--- src/rtl/trig_pkg.sv ---
// Shared definitions for the hit latch sequencer: state encoding,
// default widths and a population-count helper.
package trig_pkg;

  localparam int DEF_WIDTH       = 48;
  localparam int DEF_CNT_W       = 8;
  localparam int DEF_SYNC_STAGES = 2;
  localparam int DEF_CLR_CYCLES  = 2;

  // Widest pattern the popcount helper accepts; callers zero-extend.
  localparam int POP_MAX_W = 256;

  typedef enum logic [2:0] {
    ST_IDLE    = 3'd0,
    ST_WINDOW  = 3'd1,
    ST_EVAL    = 3'd2,
    ST_REPORT  = 3'd3,
    ST_CLEAR   = 3'd4,
    ST_HOLDOFF = 3'd5
  } state_t;

  // Count of set bits, evaluated combinationally over the full vector.
  function automatic int unsigned popcount(input logic [POP_MAX_W-1:0] v);
    int unsigned n;
    n = 0;
    for (int i = 0; i < POP_MAX_W; i++) begin
      n = n + {31'b0, v[i]};
    end
    return n;
  endfunction

endpackage

--- src/rtl/hit_sync_bank.sv ---
// Per-channel multi-stage synchroniser bringing the asynchronous latch
// outputs into the clk domain. Every stage resets to 0.
module hit_sync_bank #(
  parameter int WIDTH  = 48,
  parameter int STAGES = 2
) (
  input  logic             clk,
  input  logic             rst_n,
  input  logic [WIDTH-1:0] d,
  output logic [WIDTH-1:0] q
);

  genvar gi;
  generate
    for (gi = 0; gi < WIDTH; gi = gi + 1) begin : g_chan
      logic [STAGES-1:0] stage_reg;

      // Shift this channel through its own synchroniser chain.
      always_ff @(posedge clk or negedge rst_n) begin
        if (!rst_n) stage_reg <= '0;
        else        stage_reg <= {stage_reg[STAGES-2:0], d[gi]};
      end

      assign q[gi] = stage_reg[STAGES-1];
    end
  endgenerate

endmodule

--- src/rtl/hit_latch_sequencer.sv ---
// Sequencer for a bank of edge-set hit latches: waits for the first
// unmasked hit, collects hits over a coincidence window, evaluates the
// pattern against a threshold, reports accepted events on a valid/ready
// port, then clears the latches and waits out a dead time.
module hit_latch_sequencer
  import trig_pkg::*;
#(
  parameter  int WIDTH       = DEF_WIDTH,
  parameter  int CNT_W       = DEF_CNT_W,
  parameter  int SYNC_STAGES = DEF_SYNC_STAGES,
  parameter  int CLR_CYCLES  = DEF_CLR_CYCLES,
  localparam int TH_W        = $clog2(WIDTH + 1)
) (
  input  logic             clk,
  input  logic             rst_n,
  input  logic             enable,
  input  logic [WIDTH-1:0] latch_q,
  input  logic [WIDTH-1:0] chan_mask,
  input  logic [TH_W-1:0]  threshold,
  input  logic [CNT_W-1:0] window_len,
  input  logic [CNT_W-1:0] holdoff_len,
  output logic [WIDTH-1:0] latch_rst,
  output logic [WIDTH-1:0] evt_pattern,
  output logic             evt_valid,
  input  logic             evt_ready,
  output logic             trig_out,
  output logic             busy,
  output logic [CNT_W-1:0] evt_count,
  output logic [CNT_W-1:0] rej_count
);

  localparam int              CLR_W    = $clog2(CLR_CYCLES + 1);
  localparam logic [CLR_W-1:0] CLR_LAST = CLR_W'(CLR_CYCLES - 1);
  // Dead time must at least cover the synchroniser so stale ones drain.
  localparam logic [CNT_W-1:0] MIN_HOLD = CNT_W'(SYNC_STAGES + 1);

  state_t state_reg, state_next;

  logic [WIDTH-1:0] sync_q;
  logic [WIDTH-1:0] hits;
  logic [WIDTH-1:0] eval_pattern;
  logic [TH_W-1:0]  pop_cnt;
  logic [TH_W-1:0]  thr_eff;
  logic             accept;
  logic [CNT_W-1:0] hold_len;

  logic [CNT_W-1:0] wcnt_reg, wcnt_next;
  logic [WIDTH-1:0] acc_reg, acc_next;
  logic [CLR_W-1:0] clr_cnt_reg, clr_cnt_next;
  logic [CNT_W-1:0] hold_cnt_reg, hold_cnt_next;
  logic [WIDTH-1:0] pattern_reg, pattern_next;
  logic [CNT_W-1:0] evt_count_reg, evt_count_next;
  logic [CNT_W-1:0] rej_count_reg, rej_count_next;
  logic             trig_reg, trig_next;
  logic             valid_reg, valid_next;
  logic             busy_reg, busy_next;
  logic             clr_active_reg, clr_active_next;

  hit_sync_bank #(
    .WIDTH  (WIDTH),
    .STAGES (SYNC_STAGES)
  ) u_sync (
    .clk   (clk),
    .rst_n (rst_n),
    .d     (latch_q),
    .q     (sync_q)
  );

  assign hits         = sync_q & chan_mask;
  assign eval_pattern = acc_reg | hits;
  assign pop_cnt      = TH_W'(popcount(POP_MAX_W'(eval_pattern)));
  assign thr_eff      = (threshold == '0) ? TH_W'(1) : threshold;
  assign accept       = (pop_cnt >= thr_eff);
  assign hold_len     = (holdoff_len > MIN_HOLD) ? holdoff_len : MIN_HOLD;

  // State register; reset lands in CLEAR so the latches get wiped first.
  always_ff @(posedge clk or negedge rst_n) begin
    if (!rst_n) state_reg <= ST_CLEAR;
    else        state_reg <= state_next;
  end

  // Next-state decision.
  always_comb begin
    state_next = state_reg;
    case (state_reg)
      ST_IDLE:    if (enable && |hits) state_next = ST_WINDOW;
      ST_WINDOW:  if (wcnt_reg == '0) state_next = ST_EVAL;
      ST_EVAL:    state_next = accept ? ST_REPORT : ST_CLEAR;
      ST_REPORT:  if (valid_reg && evt_ready) state_next = ST_CLEAR;
      ST_CLEAR:   if (clr_active_reg && clr_cnt_reg == CLR_LAST) state_next = ST_HOLDOFF;
      ST_HOLDOFF: if (hold_cnt_reg == '0) state_next = ST_IDLE;
      default:    state_next = ST_CLEAR;
    endcase
  end

  // Datapath and registered-output next values; outputs track state_next
  // so they line up with the state they belong to.
  always_comb begin
    wcnt_next       = wcnt_reg;
    acc_next        = acc_reg;
    clr_cnt_next    = clr_cnt_reg;
    hold_cnt_next   = hold_cnt_reg;
    pattern_next    = pattern_reg;
    evt_count_next  = evt_count_reg;
    rej_count_next  = rej_count_reg;
    trig_next       = 1'b0;
    valid_next      = (state_next == ST_REPORT);
    busy_next       = (state_next != ST_IDLE);
    clr_active_next = (state_next == ST_CLEAR);
    case (state_reg)
      ST_IDLE: begin
        if (state_next == ST_WINDOW) begin
          wcnt_next = window_len;
          acc_next  = hits;
        end
      end
      ST_WINDOW: begin
        acc_next = acc_reg | hits;
        if (wcnt_reg != '0) wcnt_next = wcnt_reg - CNT_W'(1);
      end
      ST_EVAL: begin
        if (accept) begin
          pattern_next   = eval_pattern;
          trig_next      = 1'b1;
          evt_count_next = evt_count_reg + CNT_W'(1);
        end else begin
          rej_count_next = rej_count_reg + CNT_W'(1);
        end
      end
      ST_CLEAR: begin
        acc_next = '0;
        // The first CLEAR cycle after reset has latch_rst still low, so
        // only cycles with the clear actually driven are counted.
        if (clr_active_reg) clr_cnt_next = clr_cnt_reg + CLR_W'(1);
        if (state_next == ST_HOLDOFF) begin
          clr_cnt_next  = '0;
          hold_cnt_next = hold_len - CNT_W'(1);
        end
      end
      ST_HOLDOFF: begin
        if (hold_cnt_reg != '0) hold_cnt_next = hold_cnt_reg - CNT_W'(1);
      end
      default: ;
    endcase
  end

  // Datapath and output registers; reset clears everything mid-event.
  always_ff @(posedge clk or negedge rst_n) begin
    if (!rst_n) begin
      wcnt_reg       <= '0;
      acc_reg        <= '0;
      clr_cnt_reg    <= '0;
      hold_cnt_reg   <= '0;
      pattern_reg    <= '0;
      evt_count_reg  <= '0;
      rej_count_reg  <= '0;
      trig_reg       <= 1'b0;
      valid_reg      <= 1'b0;
      busy_reg       <= 1'b0;
      clr_active_reg <= 1'b0;
    end else begin
      wcnt_reg       <= wcnt_next;
      acc_reg        <= acc_next;
      clr_cnt_reg    <= clr_cnt_next;
      hold_cnt_reg   <= hold_cnt_next;
      pattern_reg    <= pattern_next;
      evt_count_reg  <= evt_count_next;
      rej_count_reg  <= rej_count_next;
      trig_reg       <= trig_next;
      valid_reg      <= valid_next;
      busy_reg       <= busy_next;
      clr_active_reg <= clr_active_next;
    end
  end

  assign latch_rst   = {WIDTH{clr_active_reg}};
  assign evt_pattern = pattern_reg;
  assign evt_valid   = valid_reg;
  assign trig_out    = trig_reg;
  assign busy        = busy_reg;
  assign evt_count   = evt_count_reg;
  assign rej_count   = rej_count_reg;

endmodule

--- config.mk ---
export PLATFORM = sky130hd
export DESIGN_NAME = hit_latch_sequencer
export DESIGN_NICKNAME = d
export VERILOG_FILES = /design/src/rtl/trig_pkg.sv /design/src/rtl/hit_sync_bank.sv /design/src/rtl/hit_latch_sequencer.sv
export SDC_FILE = /design/constraint.sdc
export NUM_CORES = 1
export LEC_CHECK = 0
export BUFFER_PORTS_ARGS = -buffer_cell sky130_fd_sc_hd__buf_4
export CAP_MARGIN = 20
export CORE_UTILIZATION = 58
export DETAILED_ROUTE_END_ITERATION = 8
export PLACE_DENSITY = 0.85
export REMOVE_ABC_BUFFERS = 1
export SLEW_MARGIN = 30
export SYNTH_ARGS = -nofsm -noshare
export SYNTH_HDL_FRONTEND = slang
export SYNTH_SLANG_ARGS = --single-unit
--- constraint.sdc ---
create_clock -name clk -period 14.72 [get_ports clk]
set_input_delay 1.472 -clock clk [delete_from_list [all_inputs] [get_ports clk]]
set_output_delay 1.472 -clock clk [all_outputs]
set_load 0.02 [all_outputs]
# Word-level counts from Yosys, hierarchy flattened

Cells that the tools add are included.

Register bits after elaboration: 233
Input port bits: 122
Output and inout port bits: 115
Logic and storage cells: 174

Add/sub/neg operators: 53
Magnitude comparators: 2
Eq/ne operators: 14
Multiplexer cells: 21
Bitwise logic cells: 3
Reductions and logical operators: 21

Operator list:

| cell                  | count |
|---|---|
| $add A6 B1 Y6         | 42 |
| $pmux W48 S3          | 1 |
| $and A48 B48 Y48      | 1 |
| $mux W48              | 1 |
| $or A48 B48 Y48       | 1 |
| $reduce_or A48 Y1     | 1 |
| $mux W8               | 5 |
| $pmux W8 S2           | 2 |
| $sub A8 B1 Y8 const B | 3 |
| $mux W3               | 6 |
| $pmux W3 S6           | 1 |
| $add A8 B1 Y8 const B | 2 |
| $logic_not A8 Y1      | 2 |
| $reduce_bool A8 Y1    | 2 |
| $eq A3 B3 Y1 const B  | 4 |
| $eq A3 B2 Y1 const B  | 3 |
| $gt A8 B2 Y1 const B  | 1 |
| $ne A2 B2 Y1 const B  | 4 |
| $reduce_and A2 Y1     | 4 |
| $add A5 B1 Y6         | 1 |
| $eq A3 B1 Y1 const B  | 2 |
| $ge A6 B6 Y1          | 1 |
| $logic_not A6 Y1      | 1 |
| $mux W6               | 1 |
| 14 further kinds      | 22 |

# Depth between registers and ports, before layout

Depth after elaboration: 55
Gate-level depth with buffers: 29
Depth with buffers taken out: 27

# Hierarchy

Synthesis repeated with hierarchy kept, for this count alone.

Cells, all modules: 894
Area total of the unflattened synthesis: 10,797.9 um^2

Modules (own cells, without submodules):

| module              | times used | cells an instance | area each (um^2) | seq. area each (um^2) |
|---|---|---|---|---|
| hit_latch_sequencer | 1          | 750               | 8,035.2          | 3,429.5 |
| hit_sync_bank       | 1          | 144               | 2,762.6          | 2,402.3 |

# Least setup slack after synthesis

OpenSTA, ideal clock, no wires.

Path type: in2reg
From: input chan_mask[0]
To: register evt_count_reg[1], in the netlist evt_count[1]
Library setup time: 0.125 ns
Arrival: 7.649 ns
Data required time: 14.595 ns
Slack: 6.947 ns
Cell stages on the path: 26
Path buffers: 2
Path through: nand2_1 > nand2b_1 > fa_1 > inv_1 > fa_1 > fa_1 > inv_1 > fa_1 > fa_1 > fa_1 > inv_1 > fa_1 > inv_1 > ha_1 > a21o_1 > a21oi_1 > nor2b_1 > o21ai_0 > nand2b_1 > ha_1 > and3_1 > a21o_1 > nor2b_1 > buf_2 > buf_2 > mux2_2

Word-level cells in the longest chain between the ends: 51

Ends and longest elaborated chain:

| what                               | RTL line                   | source |
|---|---|---|
| start: declaration                 | hit_latch_sequencer.sv:18  | `input logic [WIDTH-1:0] chan_mask,` |
| $and A48 B48 Y48                   | hit_latch_sequencer.sv:69  | `assign hits = sync_q & chan_mask;` |
| $or A48 B48 Y48                    | hit_latch_sequencer.sv:70  | `assign eval_pattern = acc_reg \| hits;` |
| via eval_pattern[0]                | hit_latch_sequencer.sv:41  | `logic [WIDTH-1:0] eval_pattern;` |
| $add A1 B1 Y2                      | trig_pkg.sv:27             | `n = n + {31'b0, v[i]};` |
| $add A2 B1 Y3                      | trig_pkg.sv:27             |  |
| $add A3 B1 Y4                      | trig_pkg.sv:27             |  |
| $add A4 B1 Y5                      | trig_pkg.sv:27             |  |
| $add A5 B1 Y6                      | trig_pkg.sv:27             |  |
| $add A6 B1 Y6 (42 in series)       | trig_pkg.sv:27             |  |
| $ge A6 B6 Y1                       | hit_latch_sequencer.sv:73  | `assign accept = (pop_cnt >= thr_eff);` |
| $reduce_and A2 Y1 (no source line) | n/a                        |  |
| end signal: assignment             | hit_latch_sequencer.sv:167 | `evt_count_reg <= evt_count_next;` |
| end: declaration                   | hit_latch_sequencer.sv:52  | `logic [CNT_W-1:0] evt_count_reg, evt_count_next;` |

The timed path passes the listed nets, and every way through them passes these cells.
A chain may end at the register's enable or synchronous reset.

# Worst setup path in the final report

From: input chan_mask[21]
To: register pattern_reg[39], in the netlist evt_pattern[39]

Word-level cells in the longest chain between the ends: 31

Ends and longest elaborated chain:

| what                               | RTL line                   | source |
|---|---|---|
| $and A48 B48 Y48                   | hit_latch_sequencer.sv:69  |  |
| $or A48 B48 Y48                    | hit_latch_sequencer.sv:70  |  |
| $add A6 B1 Y6 (27 in series)       | trig_pkg.sv:27             |  |
| $ge A6 B6 Y1                       | hit_latch_sequencer.sv:73  |  |
| $reduce_and A2 Y1 (no source line) | n/a                        |  |
| end signal: assignment             | hit_latch_sequencer.sv:166 | `pattern_reg <= pattern_next;` |
| end: declaration                   | hit_latch_sequencer.sv:51  | `logic [WIDTH-1:0] pattern_reg, pattern_next;` |

No other way between the ends.

==> flow_summary.ini <==
[floorplanning]
core-area_um2 = 17360
die_area_um2 = 18400
num_rows = 48
fp.dieW_um = 135.6
initial_core_util = 0.5968
die_height_um = 135.6
pin_count = 237

[setup_path]
worstSetupPathType = in -> reg
slowest_stage = buf_4
cp_cell_sequence = buf_4 -> a21oi_1 -> fa_1 -> fa_1 -> fa_1 -> fa_1 -> inv_1 -> fa_1 -> fa_1 -> inv_1 -> fa_1 -> inv_1 -> ha_1 -> a21o_1 -> a21oi_1 -> nor2b_1 -> o21ai_0 -> nand2b_1 -> ha_1 -> and3_1 -> a21o_1 -> nor2b_4 -> buf_4 -> mux2_2
end_kind = flip-flop
cp.required_ns = 15.10
cp.arrival_ns = 8.49
max_stage_delay_ns = 0.65
cp-start-kind = primary input
crit_fanout = 71
cp_common_cell = fa_1
r2r_slack_ns = 7.28

[flow_run]
drv_cap = 0

[clocking]
clk_latency_ns = 0.51
cts_resized = 0
clockRootBuffer = clkbuf_16
hold_buffers = 0
clk_path_buf_depth = 3
clock_sinks = 233
cts_setup_buffers = 0
cts_buffers = 24
cts_tree = yes
cts.clk_slew.worst_paths_ns = 0.06
htree_num_levels = 1

[sta]
setup_tns_ns = 0
final-hold-violation-count = 0
min_period_ns = 8.104
max_freq_ghz = 0.1234
final.period_utilization = 0.5505
relSlewSlack = 0.3468
grt_setup_unrepaired = no
worst_pin_slew_ns = 0.9708
skew_ns = 0.01391
setup_viol = 0
drv_slew = 0

[drt]
drtPass1Iterations = 5
drt.antenna.violating_nets = 0
drt_iter0_markers = 381
viasPerCell = 5.495
remaining_drc_errors = 0
vias = 7000
wl_per_cell_um = 17.51
routed_wl_mm = 22.31

[status]
outcome = finished, final reports clean

[logic_synthesis]
synth_edf_count = 0
synth_top_cell_by_area = dfrtp_1
yosys_warnings = 0
synthFlopType = dfrtp_1
postSynth.asyncResetShare = 1.000
synth_cells = 838
yosysSeqAreaShare = 0.5630
avgSynthCellArea_um2 = 12.36
synth_top_family_by_area = compound AO/OA/AOI/OAI gates
synthTopCellsByArea = dfrtp_1 (56%), fa_1 (7.5%), o2bb2ai_1 (4.1%)
synth_area_um2 = 10360
synth-adder-area-share = 0.1007
synthMuxAreaShare = 0.04807
synthSimpleGateAreaFrac = 0.09953
yosysUniqueCellTypes = 57
synth_xor_area_frac = 0.01522
ys_ff_latch = 233
synth_compound_area_frac = 0.1028
yosysTopAreaCellShare = 0.5605

[finish]
n_antenna_cell = 0
fillers = 1139
regArea_um2 = 5832
layout_commonest_cell = buf_4
final_cell_mix = buf_4 (240), dfrtp_1 (232), nand2_1 (67)
final_layout_size_suffix_gt1_frac = 0.3155
largest_reg_flops = 96
multi_input_area_um2 = 3831
finalNetCount = 1213
area_growth_pct = 23.79

[grt]
antenna_found_initial = 0
grt_use_total = 0.2526
grt_max_degree = 85
grt.overflow.total = 0
grt_pass1_wl_mm = 35.85
grt_pass1_vias = 7227

[worst_hold_path]
hp-class = reg -> reg

[place]
gp_congestion = 0.8682
dp_hpwl_mm = 15.72
portBuffers = 236
[worst max-delay path, delay by kind of cell]
family,cells,cell delay [ns]
fa+ha+maj,9,4.16
compound gates,5,0.96
buf+inv,5,0.93
simple gates,4,0.48
mux,1,0.41
[Yosys cell counts (all sizes together), types with 5 or more instances]
library cell and n:
ha 21, xnor2 15, clkbuf 8, dfrtp 232, nor2 33, nor4 10, nand2b 35, mux2i 7
o21ai 16, o2bb2ai 49, and3 7, nand4 19, a21oi 48, o221a 6, nand2 67, mux2 38
fa 39, buf 67, nand3 9, nor3 6, a21o 5, inv 60
[final timing paths]
kind                                                            end  cells after the start                                      from
min in group asynchronous                  rej_count[6]$_DFFE_PN0P_                      1                                     rst_n
setup reg to reg                        evt_pattern[39]$_DFFE_PN0P_                     23  u_sync.g_chan[21].stage_reg[1]$_DFF_PN0_
hold reg to reg            u_sync.g_chan[33].stage_reg[1]$_DFF_PN0_                      0  u_sync.g_chan[33].stage_reg[0]$_DFF_PN0_
setup / recovery                        evt_pattern[39]$_DFFE_PN0P_                     24                             chan_mask[21]
max in group asynchronous               evt_pattern[24]$_DFFE_PN0P_                      2                                     rst_n
hold / removal             u_sync.g_chan[33].stage_reg[1]$_DFF_PN0_                      0  u_sync.g_chan[33].stage_reg[0]$_DFF_PN0_
[cells by family after synthesis]
logic type | after synthesis
mux | 45
fa+ha+maj | 60
xor+xnor | 18
compound gates | 144
flops | 233
simple gates | 203
buf+inv | 135
[layout make-up]
cell class,instances,share of cell area
Sequential cell,233,0.4548
Multi-Input combinational cell,470,0.2988
Timing Repair Buffer,242,0.1426
Clock buffer,39,0.05835
Tap cell,225,0.02195
Inverter,60,0.01756
Clock inverter,5,0.006049
[stage by stage]
step	cells	cell area, um^2	util	hold slack [ns]	setup slack (ns)
after floorplan	763	9852	-	0.3312	4.464
after global placement	1230	11990	0.6907	0.3313	6.269
after detailed placement	1230	11990	0.6909	0.3347	6.105
after CTS	1274	12820	0.7385	0.3422	6.598
after global routing	1274	12820	0.7388	0.3532	6.174
final	1274	12820	0.7388	0.3448	6.616
[layer usage]
layer | global-route usage | wire [um] | up-vias
met2 | 0.4107 | 10880 | 256
met3 | 0.04863 | 1376 | 55
met4 | 0.09114 | 757 | 0
met5 | 0 | 0 | -
li1 | - | - | 3215
met1 | 0.3399 | 9300 | 3474
Power is left out: the tool's default activity adds up to more than one toggle a clock period on the data nets, which glitch-free logic cannot reach.
